[src/rtl/la_pkg.sv]
// Shared types and defaults for the logic-analyzer capture sequencer.
package la_pkg;

    // Encoding is visible on state_o, so the values are fixed.
    typedef enum logic [2:0] {
        ST_IDLE    = 3'd0,
        ST_PREFILL = 3'd1,
        ST_WAIT    = 3'd2,
        ST_POST    = 3'd3,
        ST_READOUT = 3'd4
    } la_state_t;

    localparam int LA_DATA_W = 16;
    localparam int LA_DEPTH  = 16;

    // Pointer width for a ring of the given depth.
    function automatic int ptr_w(input int depth);
        return (depth > 1) ? $clog2(depth) : 1;
    endfunction

endpackage

[src/rtl/la_sample_ram.sv]
// Circular sample buffer: one synchronous write port, one combinational read port.
module la_sample_ram #(
    parameter int DATA_W = 16,
    parameter int DEPTH  = 16
) (
    input  logic                     clk,
    input  logic                     we_i,
    input  logic [$clog2(DEPTH)-1:0] waddr_i,
    input  logic [DATA_W-1:0]        wdata_i,
    input  logic [$clog2(DEPTH)-1:0] raddr_i,
    output logic [DATA_W-1:0]        rdata_o
);

    logic [DATA_W-1:0] mem_q [DEPTH];

    // Sample storage; contents are deliberately left unreset.
    always_ff @(posedge clk) begin
        if (we_i) begin
            mem_q[waddr_i] <= wdata_i;
        end
    end

    assign rdata_o = mem_q[raddr_i];

endmodule

[src/rtl/la_capture_ctrl.sv]
// Capture sequencer: arm, pre-fill, wait for masked trigger, post-capture, stream out.
module la_capture_ctrl
    import la_pkg::*;
#(
    parameter int DATA_W   = LA_DATA_W,
    parameter int DEPTH    = LA_DEPTH,
    parameter int PRE_TRIG = 4
) (
    input  logic              clk,
    input  logic              nrst,
    input  logic              arm,
    input  logic              abort,
    input  logic [DATA_W-1:0] probe,
    input  logic [DATA_W-1:0] trig_pattern,
    input  logic [DATA_W-1:0] trig_mask,
    output logic [2:0]        state_o,
    output logic              triggered,
    output logic              done,
    output logic [DATA_W-1:0] out_data,
    output logic              out_valid,
    input  logic              out_ready,
    output logic              out_last
);

    localparam int PTR_W = ptr_w(DEPTH);
    localparam logic [PTR_W-1:0] ONE      = PTR_W'(1);
    localparam logic [PTR_W-1:0] PRE_P    = PTR_W'(PRE_TRIG);
    localparam logic [PTR_W-1:0] PRE_LAST = PTR_W'((PRE_TRIG == 0) ? 0 : PRE_TRIG - 1);
    localparam logic [PTR_W-1:0] POST_N   = PTR_W'(DEPTH - PRE_TRIG - 1);
    localparam logic [PTR_W-1:0] LAST_W   = PTR_W'(DEPTH - 1);

    la_state_t         state_q;
    logic [PTR_W-1:0]  wr_ptr_q;
    logic [PTR_W-1:0]  rd_ptr_q;
    logic [PTR_W-1:0]  trig_ptr_q;
    logic [PTR_W-1:0]  cnt_q;
    logic              triggered_q;
    logic              done_q;
    logic              out_valid_q;

    logic              match;
    logic              ram_we;
    logic [DATA_W-1:0] ram_rdata;

    // Masked compare; a zero mask matches every cycle.
    assign match = (((probe ^ trig_pattern) & trig_mask) == '0);

    // The buffer is only written while a capture is filling it, never during readout.
    assign ram_we = !abort &&
                    ((state_q == ST_WAIT) || (state_q == ST_POST) ||
                     ((state_q == ST_PREFILL) && (PRE_TRIG != 0)));

    la_sample_ram #(
        .DATA_W (DATA_W),
        .DEPTH  (DEPTH)
    ) u_ram (
        .clk     (clk),
        .we_i    (ram_we),
        .waddr_i (wr_ptr_q),
        .wdata_i (probe),
        .raddr_i (rd_ptr_q),
        .rdata_o (ram_rdata)
    );

    // Capture FSM; cnt_q counts pre-fill writes, then remaining post writes, then readout words.
    always_ff @(posedge clk or negedge nrst) begin
        if (!nrst) begin
            state_q     <= ST_IDLE;
            wr_ptr_q    <= '0;
            rd_ptr_q    <= '0;
            trig_ptr_q  <= '0;
            cnt_q       <= '0;
            triggered_q <= 1'b0;
            done_q      <= 1'b0;
            out_valid_q <= 1'b0;
        end else if (abort) begin
            state_q     <= ST_IDLE;
            wr_ptr_q    <= '0;
            rd_ptr_q    <= '0;
            cnt_q       <= '0;
            triggered_q <= 1'b0;
            done_q      <= 1'b0;
            out_valid_q <= 1'b0;
        end else begin
            case (state_q)
                ST_IDLE: begin
                    if (arm) begin
                        state_q  <= ST_PREFILL;
                        wr_ptr_q <= '0;
                        cnt_q    <= '0;
                    end
                end
                ST_PREFILL: begin
                    if (PRE_TRIG == 0) begin
                        state_q <= ST_WAIT;
                    end else begin
                        wr_ptr_q <= wr_ptr_q + ONE;
                        cnt_q    <= cnt_q + ONE;
                        if (cnt_q == PRE_LAST) begin
                            state_q <= ST_WAIT;
                        end
                    end
                end
                ST_WAIT: begin
                    wr_ptr_q <= wr_ptr_q + ONE;
                    if (match) begin
                        trig_ptr_q  <= wr_ptr_q;
                        triggered_q <= 1'b1;
                        if (POST_N == '0) begin
                            state_q     <= ST_READOUT;
                            rd_ptr_q    <= wr_ptr_q - PRE_P;
                            cnt_q       <= '0;
                            done_q      <= 1'b1;
                            out_valid_q <= 1'b1;
                        end else begin
                            state_q <= ST_POST;
                            cnt_q   <= POST_N;
                        end
                    end
                end
                ST_POST: begin
                    wr_ptr_q <= wr_ptr_q + ONE;
                    cnt_q    <= cnt_q - ONE;
                    if (cnt_q == ONE) begin
                        state_q     <= ST_READOUT;
                        rd_ptr_q    <= trig_ptr_q - PRE_P;
                        cnt_q       <= '0;
                        done_q      <= 1'b1;
                        out_valid_q <= 1'b1;
                    end
                end
                ST_READOUT: begin
                    if (out_ready) begin
                        rd_ptr_q <= rd_ptr_q + ONE;
                        cnt_q    <= cnt_q + ONE;
                        if (cnt_q == LAST_W) begin
                            state_q     <= ST_IDLE;
                            cnt_q       <= '0;
                            triggered_q <= 1'b0;
                            done_q      <= 1'b0;
                            out_valid_q <= 1'b0;
                        end
                    end
                end
                default: begin
                    state_q <= ST_IDLE;
                end
            endcase
        end
    end

    assign state_o   = state_q;
    assign triggered = triggered_q;
    assign done      = done_q;
    assign out_valid = out_valid_q;
    assign out_data  = out_valid_q ? ram_rdata : '0;
    assign out_last  = out_valid_q && (cnt_q == LAST_W);

endmodule
[config.mk]
export PLATFORM = sky130hd
export DESIGN_NAME = la_capture_ctrl
export DESIGN_NICKNAME = d
export VERILOG_FILES = /design/src/rtl/la_pkg.sv /design/src/rtl/la_sample_ram.sv /design/src/rtl/la_capture_ctrl.sv
export SDC_FILE = /design/constraint.sdc
export NUM_CORES = 1
export LEC_CHECK = 0
export CORE_MARGIN = 8
export CORE_UTILIZATION = 59
export CTS_CLUSTER_DIAMETER = 50
export DETAILED_ROUTE_END_ITERATION = 10
export PLACE_DENSITY = 0.87
export SYNTH_ARGS = -nofsm -noshare
export SYNTH_HDL_FRONTEND = slang
export SYNTH_SLANG_ARGS = --single-unit
[constraint.sdc]
create_clock -name clk -period 4.15 [get_ports clk]
set_input_delay 0.83 -clock clk [delete_from_list [all_inputs] [get_ports clk]]
set_output_delay 0.83 -clock clk [all_outputs]
set_load 0.01 [all_outputs]
**After elaboration in Yosys (flattened, before gate mapping)**

Memories as Yosys holds them, arrays and structs flattened.
Cells that the tools add are included.

- Register bits: 21
- Memory bits (writable): 256
- Input port bits: 53
- Output and inout port bits: 23
- Logic and storage cells: 80
- Memories kept: 1

- $add $sub $neg: 5
- Equal/unequal tests: 13
- Mux-type cells: 32
- Bitwise operators: 3
- Reduce and logical (&&, ||, !) cells: 19

Memories:

| memory | words | bits a word | rd ports | clocked after Yosys merged registers in | write ports | line | text |
|---|---|---|---|---|---|---|---|
| u_ram.mem_q | 16 | 16 | 1 | 0 | 1 | la_sample_ram.sv:14 | `logic [DATA_W-1:0] mem_q [DEPTH];` |

Operators by type and width:

| cell | number |
|---|---|
| 4-bit two-way mux | 10 |
| 3-bit two-way mux | 7 |
| 4-bit case mux with 5 select lines | 1 |
| 16-bit AND | 1 |
| 16-bit zero test | 1 |
| 16-bit two-way mux | 1 |
| 4-bit case mux with 2 select lines | 2 |
| 16-bit XOR | 1 |
| 3-bit case mux with 5 select lines | 1 |
| 4-bit by 1-bit adder with 4-bit output (second input constant) | 3 |
| 3-bit != test (second input constant) | 4 |
| 4-bit AND reduction | 3 |
| 3-bit nonzero test | 3 |
| 1-bit two-way mux | 8 |
| 3-bit by 2-bit equality test with 1-bit output (second input constant) | 2 |
| 3-bit by 2-bit != test with 1-bit output (second input constant) | 2 |
| 3-bit AND reduction | 2 |
| 6-bit AND reduction | 1 |
| 6-bit nonzero test | 1 |
| 4-bit by 1-bit equality test with 1-bit output (second input constant) | 1 |
| 4-bit by 2-bit equality test with 1-bit output (second input constant) | 1 |
| 4-bit equality test (second input constant) | 1 |
| 1-bit case mux with 2 select lines | 2 |
| 4-bit by 1-bit subtractor with 4-bit output (second input constant) | 1 |
| other kinds (10) | 12 |

**Logic depth before layout (Yosys ltp)**

Gate-level depths: netlist (run 1).

- Depth in word-level cells: 6
- Depth in mapped cells: 8
- Mapped depth without buffers: 7

**Modules after synthesis**

A second synthesis (run 1) with hierarchy kept.

- Cell total of the unflattened synthesis: 611
- Area total of the unflattened synthesis: 11,454.7 um^2

Modules (own cells, without submodules):

| module | times used | cells an instance | area an instance (um^2) |
|---|---|---|---|
| la_sample_ram | 1 | 416 | 9,721.8 |
| la_capture_ctrl | 1 | 195 | 1,732.9 |

**Least setup slack after synthesis (run 1)**

OpenSTA, ideal clock, no wires.

- Path type: in2reg
- From: in abort
- To: mem u_ram.mem_q[3][0], enable pin
- Setup time: 430 ps
- Data arrival time: 2,837 ps
- Path slack: 883 ps
- Cell stages on the path: 3
- Path buffers: 0
- Cell sequence: nor2_1 > o21ai_0 > nor4_1

- Longest elaborated chain between the ends: 4

Ends and longest elaborated chain:

| what | line | text |
|---|---|---|
| from (decl) | la_capture_ctrl.sv:12 | `input logic abort,` |
| 1-bit zero test | la_capture_ctrl.sv:49 | `assign ram_we = !abort &&` |
| 1-bit logical AND | la_capture_ctrl.sv:49 |  |
| 1-bit two-way mux | la_sample_ram.sv:18 | `if (we_i) begin` |
| 1-bit two-way mux (implied by the code) | la_sample_ram.sv:19 | `mem_q[waddr_i] <= wdata_i;` |
| to (decl) | la_sample_ram.sv:14 |  |

No other way between the ends.

**Worst setup path in the final report (run 1)**

- From: reg rd_ptr_q[0]
- To: out out_data[14]

- Longest elaborated chain between the ends: 2

Ends and longest elaborated chain:

| what | line | text |
|---|---|---|
| from (decl) | la_capture_ctrl.sv:34 | `logic [PTR_W-1:0] rd_ptr_q;` |
| from (signal assigned) | la_capture_ctrl.sv:111 | `rd_ptr_q <= wr_ptr_q - PRE_P;` |
| from (signal assigned) | la_capture_ctrl.sv:126 | `rd_ptr_q <= trig_ptr_q - PRE_P;` |
| from (signal assigned) | la_capture_ctrl.sv:134 | `rd_ptr_q <= rd_ptr_q + ONE;` |
| memory read 16 x 16 bit | n/a |  |
| 16-bit two-way mux | la_capture_ctrl.sv:156 | `assign out_data = out_valid_q ? ram_rdata : '0;` |
| to (decl) | la_capture_ctrl.sv:19 | `output logic [DATA_W-1:0] out_data,` |

No other way between the ends.

==> metrics, run 1 <==
status finished, final reports clean; routed length per instance about 28 µm; Synth Area in Simple Gates roughly 4.8%; Worst-path clk slew ~60 ps; number of port buffers between 70 and 80; top cells by area, synth edfxtp_1, mux4_2, dfrtp_1, mux4_1, xor2_1; WS Path Type flop to output pin; Most used DFF post-synth edfxtp_1; hold_buf cts 0; Max IR drop VDD 380.8 µV; die width roughly 160 µm; Post-synth EDFFs ~260; total chip power approximately 6600 µW; vias per cell 6.546; synth warn 0; Critical Path AT ~3100 ps; worst-path cell chain buf_12 > mux4_2 > mux4_2 > and2_1 > clkdlybuf4s50_1; clk buf depth 3; Hold Startpoint triggered; slowest cell on the critical path dfrtp_4; hold endpoint triggered; Routed Antenna Nets 0; Core ar. 19330 µm²; worst flop-to-flop path startpoint state_o[2]; Final Cell Area 13610 µm²; final hold viol count 0; XOR/XNOR Fraction of Synth Area under 10%; Buf/Inv on CP 2; adder-cell share of the synthesized area less than 1%; Boundary Pins between 70 and 80; hold slack between 500 and 600 ps; Setup crit end kind output pin; Starting DRT DRC Count 845; GRT Total Usage a little under a quarter; total CTS buffers 27; power per cell area between 400 and 500 nW/µm²; commonest cells after routing, fill and taps aside edfxtp_1, clkdlybuf4s50_1, mux4_2, clkbuf_16, nor2_1; cell taking the most area after synthesis edfxtp_1; post-synthesis sequential area ratio 71.16%; Die Ht 155.9 µm; R2R depth 5; CTS tree yes; layout cells sized above 1 21.94%; Layout area overhead 17.94%; Placer Congestion 0.8844; nets approximately 760; commonest non-fill, non-tap cell in the layout edfxtp_1; Hold Path Class flop to flop; synthesized flop and latch total approximately 280; leakage ~0.0044 µW; post-synthesis mux area share between 10% and 20%; DR pass1 iterations 5; die area roughly 24000 µm²; crit path launch type flop; Clock Latency Late Sink between 500 and 600 ps; min cycle time layout 3954 ps; initial core utilization a little under 60%; vias in the first global route 6794; Cell variety after synth 50; fin crit share 95.27%; CTS sink cnt around 280; row cnt between 50 and 60; initial antenna violation count 1; Setup Total Neg Slack 0 ps; Slew HR about 29%; WL final ~28 mm; drt drc 0; main combinational cell family by area after synthesis multiplexers; post-CTS sizing 0; first-pass GRT wire length ~41 mm; grt met2 use between 30% and 40%; CTS root buffer clkbuf_16; Worst path max stage delay ~640 ps; Synth Instances approximately 600; RSZ-0062 raised after global routing false; met1 Use GR between 20% and 30%; ant diodes 0; max-cap viol count 0; pin count of the biggest net entering global routing 28; grt total ovfl 0; vias ~6400; Most common cell on crit path mux4_2; reg2reg end u_ram.mem_q[8][1]; placed cell area 12820 µm²; GR peak layer met2; WHS Path Cells 2; Max Clock Skew ~11 ps; fillers ~1100; average cell area after synthesis roughly 19 µm²; CP delay by family, top multiplexers; Slew Viols, Final 0; reg2reg setup slack around 1400 ps; H-tree depth 1; share of the synthesized area in the top cell type between 60% and 70%; HPWL after DPL approximately 17 mm; asr flop ratio synth 7.581%; Netlist Area Pre-Place 11540 µm²; met3 GRT Util 4.266%; fmax ~0.25 GHz; Worst EP required approximately 3300 ps; crit path max fanout 14; Mapped Nets between 600 and 700; Worst-Margin Slew between 1000 and 1500 ps; final setup fails 0; compound-gate portion of the synthesized area under 10%
-- worst register-to-register path, delay by kind of cell (launching register included) --
kind                   cells  cell delay, ps
AND/OR/NAND/NOR            3            1180
AO/OA/AOI/OAI              1             440
buffers and inverters      1             220
flip-flops                 1             610
-- what timing repair did --
action	4_1_cts	5_1_grt
endpoints found under the hold margin	0	0
buffers inserted	1	0
setup endpoints to repair	1	0
-- logic make-up after synthesis --
logic type	count (synthesis)
adders and majority gates	8
muxes	86
and+or+nand+nor	103
DFF	277
xor gates and xnor gates	20
AOI/OAI and AO/OA	58
buffers and inverters	46
-- area by class of cell --
class | count | area (µm²) | area share, %
Clock buffer | 34 | 721.9 | 5.304
Clock inverter | 9 | 57.56 | 0.4228
Inverter | 11 | 41.29 | 0.3033
Multi-Input combinational cell | 275 | 3133 | 23.02
Sequential cell | 277 | 8218 | 60.37
Tap cell | 265 | 331.6 | 2.436
Timing Repair Buffer | 105 | 1109 | 8.144
-- state kept, by name, summed over array words and instances (netlist names) --
register / count
u_ram.mem_q: 256
cnt_q: 4
rd_ptr_q: 4
trig_ptr_q: 4
wr_ptr_q: 4
state_o: 3
out_valid: 1
triggered: 1
-- cells in the mapped netlist (all sizes together) (11+ instances only) --
| cell type | number |
|---|---|
| nor2 | 26 |
| inv | 11 |
| nor3 | 12 |
| clkbuf | 19 |
| nand2 | 11 |
| dfrtp | 21 |
| edfxtp | 256 |
| a21oi | 11 |
| buf | 16 |
| xor2 | 18 |
| o21ai | 13 |
| and2 | 22 |
| mux4 | 80 |
-- where the power goes --
group          internal (µW)  switching, µW
combinational            568            535
sequential              3130            161
clock                   1220            966
total                   4920           1660
-- worst max path at each step --
stage | depth (start not counted) | slack [ps] | start | endpoint
2_1_floorplan | 3 | 880 | abort | u_ram.mem_q[3][0]
3_3_place_gp | 7 | 620 | probe[8] | trig_ptr_q[2]
3_5_place_dp | 7 | 520 | probe[8] | trig_ptr_q[2]
4_1_cts | 5 | 120 | rd_ptr_q[0] | out_data[14]
5_1_grt | 5 | 90 | rd_ptr_q[0] | out_data[14]
6_report | 5 | 200 | rd_ptr_q[0] | out_data[14]
-- per-stage QoR --
stage / util (%) / std cells / worst slack [ps]
2_1_floorplan: - / 598 / 882.7
3_3_place_gp: 66.29 / 932 / 622.6
3_5_place_dp: 66.29 / 932 / 523.0
4_1_cts: 70.40 / 976 / 116.1
5_1_grt: 70.40 / 976 / 90.95
6_report: 70.40 / 976 / 196.4
-- routing by layer --
layer	up-vias	share of wire [%]
li1	2645	-
met1	3284	37
met2	371	51
met3	87	7.3
met4	2	4.7
met5	-	0.065
No activity file was read; power rests on OpenSTA's default activity.
==> run 2, diff against run 1 <==
Settings changed: ABC_AREA from default to 1, CORE_UTILIZATION 59 to 55, GPL_TIMING_DRIVEN from default to 0, PLACE_DENSITY 0.87 to 0.82.
==> run 2 against run 1 <==
Net effect:
- register-to-register slack better by 70 ps
- final cell count increased by 47%
- flip-flop and latch count stayed put
==> metrics, run 2 <==
status finished, final reports clean; Hold Path Class flop to flop; Clock Latency Late Sink approximately 540 ps; initial core utilization 56.32%; drt drc 0; final setup fails 0; leakage 0.004976 µW; cell taking the most area after synthesis edfxtp_1; Synth Area in Simple Gates about an eighth; HPWL after DPL 22.72 mm; fillers 1456; worst flop-to-flop path startpoint state_o[2]; post-synthesis mux area share 0%; die area between 20000 and 30000 µm²; layout cells sized above 1 11.08%; fin crit share a little over nine tenths; first-pass GRT wire length between 50 and 60 mm; post-synthesis sequential area ratio slightly below 70%; grt total ovfl 0; Commonest cells post-synth edfxtp_1, nor2_1, o21ai_0; reg2reg setup slack about 1500 ps; commonest cells after routing, fill and taps aside edfxtp_1, nor2_1, o21ai_0, nand2_1, clkdlybuf4s50_1; Setup Total Neg Slack 0 ps; vias per cell about 6.3; CTS sink cnt approximately 280; Cell variety after synth 36; GRT Total Usage between 20% and 30%; final hold viol count 0; number of port buffers between 70 and 80; Top reg by flops u_ram.mem_q; average cell area after synthesis approximately 12 µm²; Layout area overhead 18.82%; min cycle time layout about 4100 ps; Boundary Pins 76; share of the synthesized area in the top cell type roughly two thirds; Routed Antenna Nets 0; Most used DFF post-synth edfxtp_1; routed length per instance between 20 and 25 µm; post-route insts no fill 1439; WL final 34.77 mm; Worst-path clk slew approximately 60 ps; vias in the first global route 8852; adder-cell share of the synthesized area less than 1%; Critical Path AT 3220 ps; Worst-Margin Slew approximately 1100 ps; fmax roughly 0.25 GHz; hold endpoint trig_ptr_q[1]; placed cells 1390; R2R depth 5; XOR/XNOR Fraction of Synth Area 0.3687%; CTS root buffer clkbuf_16; Die Ht between 150 and 200 µm; Mapped Nets about 1100; compound-gate portion of the synthesized area approximately 12%; Synth Instances around 1000; Slew Viols, Final 0; die width between 150 and 200 µm; max-cap viol count 0; clk buf depth 3; WS Path Type flop to output pin; row cnt 53; synthesized flop and latch total 277; Max IR drop VDD 397.2 µV; reg2reg end u_ram.mem_q[13][14]; Core ar. between 20000 and 25000 µm²; crit path launch type flop; nets 1207; power per cell area just under 600 nW/µm²; ant diodes 0; top cells by area, synth edfxtp_1, nor2_1, dfrtp_1, o21ai_0, nand2_1; Netlist Area Pre-Place 11880 µm²; DR pass1 iterations 6; Max Clock Skew 13.17 ps; max reg flops about 260; total CTS buffers 29; vias 9005; CP startpoint rd_ptr_q[0]; main combinational cell family by area after synthesis simple AND/OR/NAND/NOR gates; Hold Startpoint trig_ptr_q[1]; synth warn 0; count leader, synth edfxtp_1; WHS Path Cells 2; pin count of the biggest net entering global routing 22; Setup crit end kind output pin; Slew HR between 20 and 30%; CTS tree yes; asr flop ratio synth 7.581%; Worst EP required 3320 ps; crit path max fanout 10; initial antenna violation count 0; RSZ-0062 raised after global routing false; Placer Congestion ~0.93; H-tree depth 1; hold_buf cts 0; commonest non-fill, non-tap cell in the layout edfxtp_1; Post-synth EDFFs 256; Starting DRT DRC Count approximately 1300
run 2: power by group:
group	switching [µW]	internal (µW)	total (µW)
Combinational	1640	818	2460
Sequential	102	3170	3280
Clock	1060	1480	2550
Total	2810	5480	8280
run 2: logic make-up after synthesis:
| group | count (synthesis) |
|---|---|
| xor gates and xnor gates | 5 |
| buffers and inverters | 101 |
| AOI/OAI and AO/OA | 249 |
| DFF | 277 |
| adders and majority gates | 8 |
| and+or+nand+nor | 389 |
run 2: per-stage QoR:
step | instance area (µm²) | hold slack [ps] | worst slack (ps) | total power [µW] | util [%]
floorplan | 11880 | 442.2 | 1499 | 4640 | -
global route | 14110 | 507.3 | 22.24 | 8552 | 66.92
finish | 14110 | 479.1 | 99.01 | 8282 | 66.92
CTS | 14100 | 478.7 | 71.40 | 8184 | 66.88
global placement | 12960 | 457.9 | 568.9 | 5596 | 61.46
detailed placement | 13170 | 462.7 | 656.5 | 5680 | 62.47
run 2: final cells by class:
cell class                      count  area, µm²  share of cell area [%]
Clock buffer                       33      750.7                   5.320
Tap cell                          275      344.1                   2.438
Inverter                           46      173.9                   1.232
Clock inverter                     16      178.9                   1.268
Sequential cell                   277       8213                   58.20
Buffer                             55      331.6                   2.350
Multi-Input combinational cell    651       3206                   22.72
Timing Repair Buffer               86      913.4                   6.473
run 2: worst max path at each step:
| stage | depth (start not counted) | slack, ps | to |
|---|---|---|---|
| floorplan | 6 | 1500 | u_ram.mem_q[0][0] |
| global placement | 6 | 570 | u_ram.mem_q[8][2] |
| detailed placement | 7 | 660 | out_data[2] |
| CTS | 7 | 70 | out_data[2] |
| global route | 8 | 20 | out_data[13] |
| finish | 9 | 100 | out_data[7] |
run 2: critical path, stage by stage, from the launching register on:
cell             delay (ps)
dfrtp_1                 480
inv_2                   110
buf_6                   150
buf_6                   160
buf_6                   190
nor2_1                   60
o211ai_1                310
o211ai_1                300
a21oi_2                 320
clkdlybuf4s50_1         590
run 2: what timing repair did:
action | 4_1_cts | 5_1_grt
endpoints found under the setup margin | 0 | 5
setup buffers | 0 | 0
gates resized for setup | 0 | 6
run 2: per-layer routing:
metal | GRT usage (%) | vias to the layer above | part of all wire [%]
li1 | - | 3914 | -
met4 | 11.43 | 0 | 4.3
met3 | 7.381 | 109 | 14
met5 | 0 | - | 0
met2 | 40.23 | 723 | 45
met1 | 34.33 | 4259 | 36
==> run 3, diff against run 2 <==
Settings changed: CORE_UTILIZATION 55 to 59, PLACE_DENSITY 0.82 to 0.86.
==> run 3 against run 2 <==
Net effect:
- setup slack better by 36 ps
- flip-flop and latch count unchanged
- fmax up 0.90%
- hold slack better by 3.4 ps
- via count up 0.43%
- sequential share of layout area up 0.30 points
- critical path depth down 3
- clock power down 9.0%
- global-route usage up 0.56 points
- non-clock buffer count up 3
- sequential power about the same
- combinational power down 2%
- critical path type unchanged
- critical endpoint is now out_data[10]
==> metrics, run 3 (synthesis results as in run 2) <==
Max Clock Skew approximately 22 ps; die area 24930 µm²; commonest non-fill, non-tap cell in the layout edfxtp_1; grt total ovfl 0; status finished, final reports clean; CTS root buffer clkbuf_16; drt drc 0; Slew HR roughly 27%; RSZ-0062 raised after global routing false; ant diodes 0; clk buf depth 3; HPWL after DPL 21.90 mm; Critical Path AT roughly 3200 ps; vias per cell 6.302; die width between 150 and 200 µm; max-cap viol count 0; first-pass GRT wire length ~50 mm; post-route insts no fill approximately 1400; Placer Congestion 0.9357; crit path launch type flop; Setup crit end kind output pin; commonest cells after routing, fill and taps aside edfxtp_1, nor2_1, o21ai_0, nand2_1, clkdlybuf4s50_1; initial antenna violation count 0; row cnt 52; total CTS buffers 27; vias in the first global route roughly 8800; hold slack slightly below 500 ps; Clock Latency Late Sink 540 ps; GRT Total Usage 26.73%; Post-CTS Setup Inserts 0; pin count of the biggest net entering global routing 22; total chip power about 8000 µW; Setup Total Neg Slack 0 ps; nets roughly 1200; vias between 9000 and 10000; crit path max fanout 10; min cycle time layout roughly 4000 ps; number of port buffers 74; CTS sink cnt 277; final hold viol count 0; final setup fails 0; H-tree depth 1; DR pass1 iterations 7; max reg flops roughly 260; fmax around 0.25 GHz; Layout area overhead 18.21%; Slew Viols, Final 0; Final Cell Area 14040 µm²; Boundary Pins between 70 and 80; Core ar. ~20000 µm²; Starting DRT DRC Count 1502; fillers roughly 1300; Worst EP required roughly 3300 ps; Hold Path Class flop to flop; Routed Antenna Nets 0; Die Ht around 160 µm; leakage between 0.004 and 0.005 µW; placed cell area ~13000 µm²; Worst-Margin Slew approximately 1100 ps; Top reg by flops u_ram.mem_q; Worst-path clk slew roughly 60 ps; power per cell area 570.3 nW/µm²; Max IR drop VDD ~400 µV; placed cells around 1400; initial core utilization between 50% and 60%; layout cells sized above 1 10.39%; WL final 32.93 mm; WS Path Type flop to output pin; CTS tree yes; post-CTS sizing 0; fin crit share 96.74%; hold_buf cts 0; routed length per instance approximately 23 µm
[run 3: changes by cell type in the layout (fill, tap and decap cells not counted), moves of 2 or more]
cell / previous run / this run
clkinv_1: 7 / 9
clkbuf_1: 19 / 24
buf_8: 10 / 13
clkbuf_2: 4 / 1
clkinv_8: 2 / 0
clkbuf_16: 29 / 27
[run 3: per-stage QoR]
| step | worst slack, ps | utilization (%) |
|---|---|---|
| final | 135.2 | 70.28 |
| after global routing | 89.83 | 70.28 |
| after CTS | 220.4 | 70.28 |
| after detailed placement | 838.2 | 66.15 |
| after global placement | 487.6 | 64.86 |
| after floorplan | 1499 | - |
[run 3: layer usage]
metal  up-vias  wire length, µm  GRT usage, %  part of all wire, %
li1       3927                -             -                    -
met1      4197            11280         34.12                   34
met2       774            15360         42.57                   47
met3       146             4462         5.405                   14
met4         0             1818         14.32                  5.5
met5         -                0             0                    0
[run 3: area by class of cell]
type / instances / area, µm² / area share, %
clock inverters: 13 / 113.9 / 0.8110
clock buffers: 34 / 711.9 / 5.071
multi-input cells: 651 / 3202 / 22.81
well taps: 270 / 337.8 / 2.406
inverters: 46 / 173.9 / 1.239
repair buffers: 89 / 958.4 / 6.827
flip-flops and latches: 277 / 8213 / 58.50
plain buffers: 55 / 327.8 / 2.335
[run 3: path summary, 6_finish.rpt]
kind                                     end  cells past startpoint  slack, ps        start
min in group asynchronous           cnt_q[0]                      1        820         nrst
hold / removal                     triggered                      2        480    triggered
setup / recovery                out_data[10]                      6        140  rd_ptr_q[3]
hold reg to reg                    triggered                      2        480    triggered
max in group asynchronous      trig_ptr_q[3]                      1       2740         nrst
setup reg to reg           u_ram.mem_q[4][1]                      5       1460   state_o[2]
[run 3: critical path: stages (launching register included)]
cell and delay [ps]:
dfrtp_1 370, buf_2 200, clkinv_1 250, clkbuf_1 590, o211ai_1 360, a21oi_1 280, clkdlybuf4s50_1 590
[run 3: where the power goes]
part	internal (µW)	switching, µW
logic	817	1600
clock network	1330	993
registers	3170	95.4
total	5320	2680
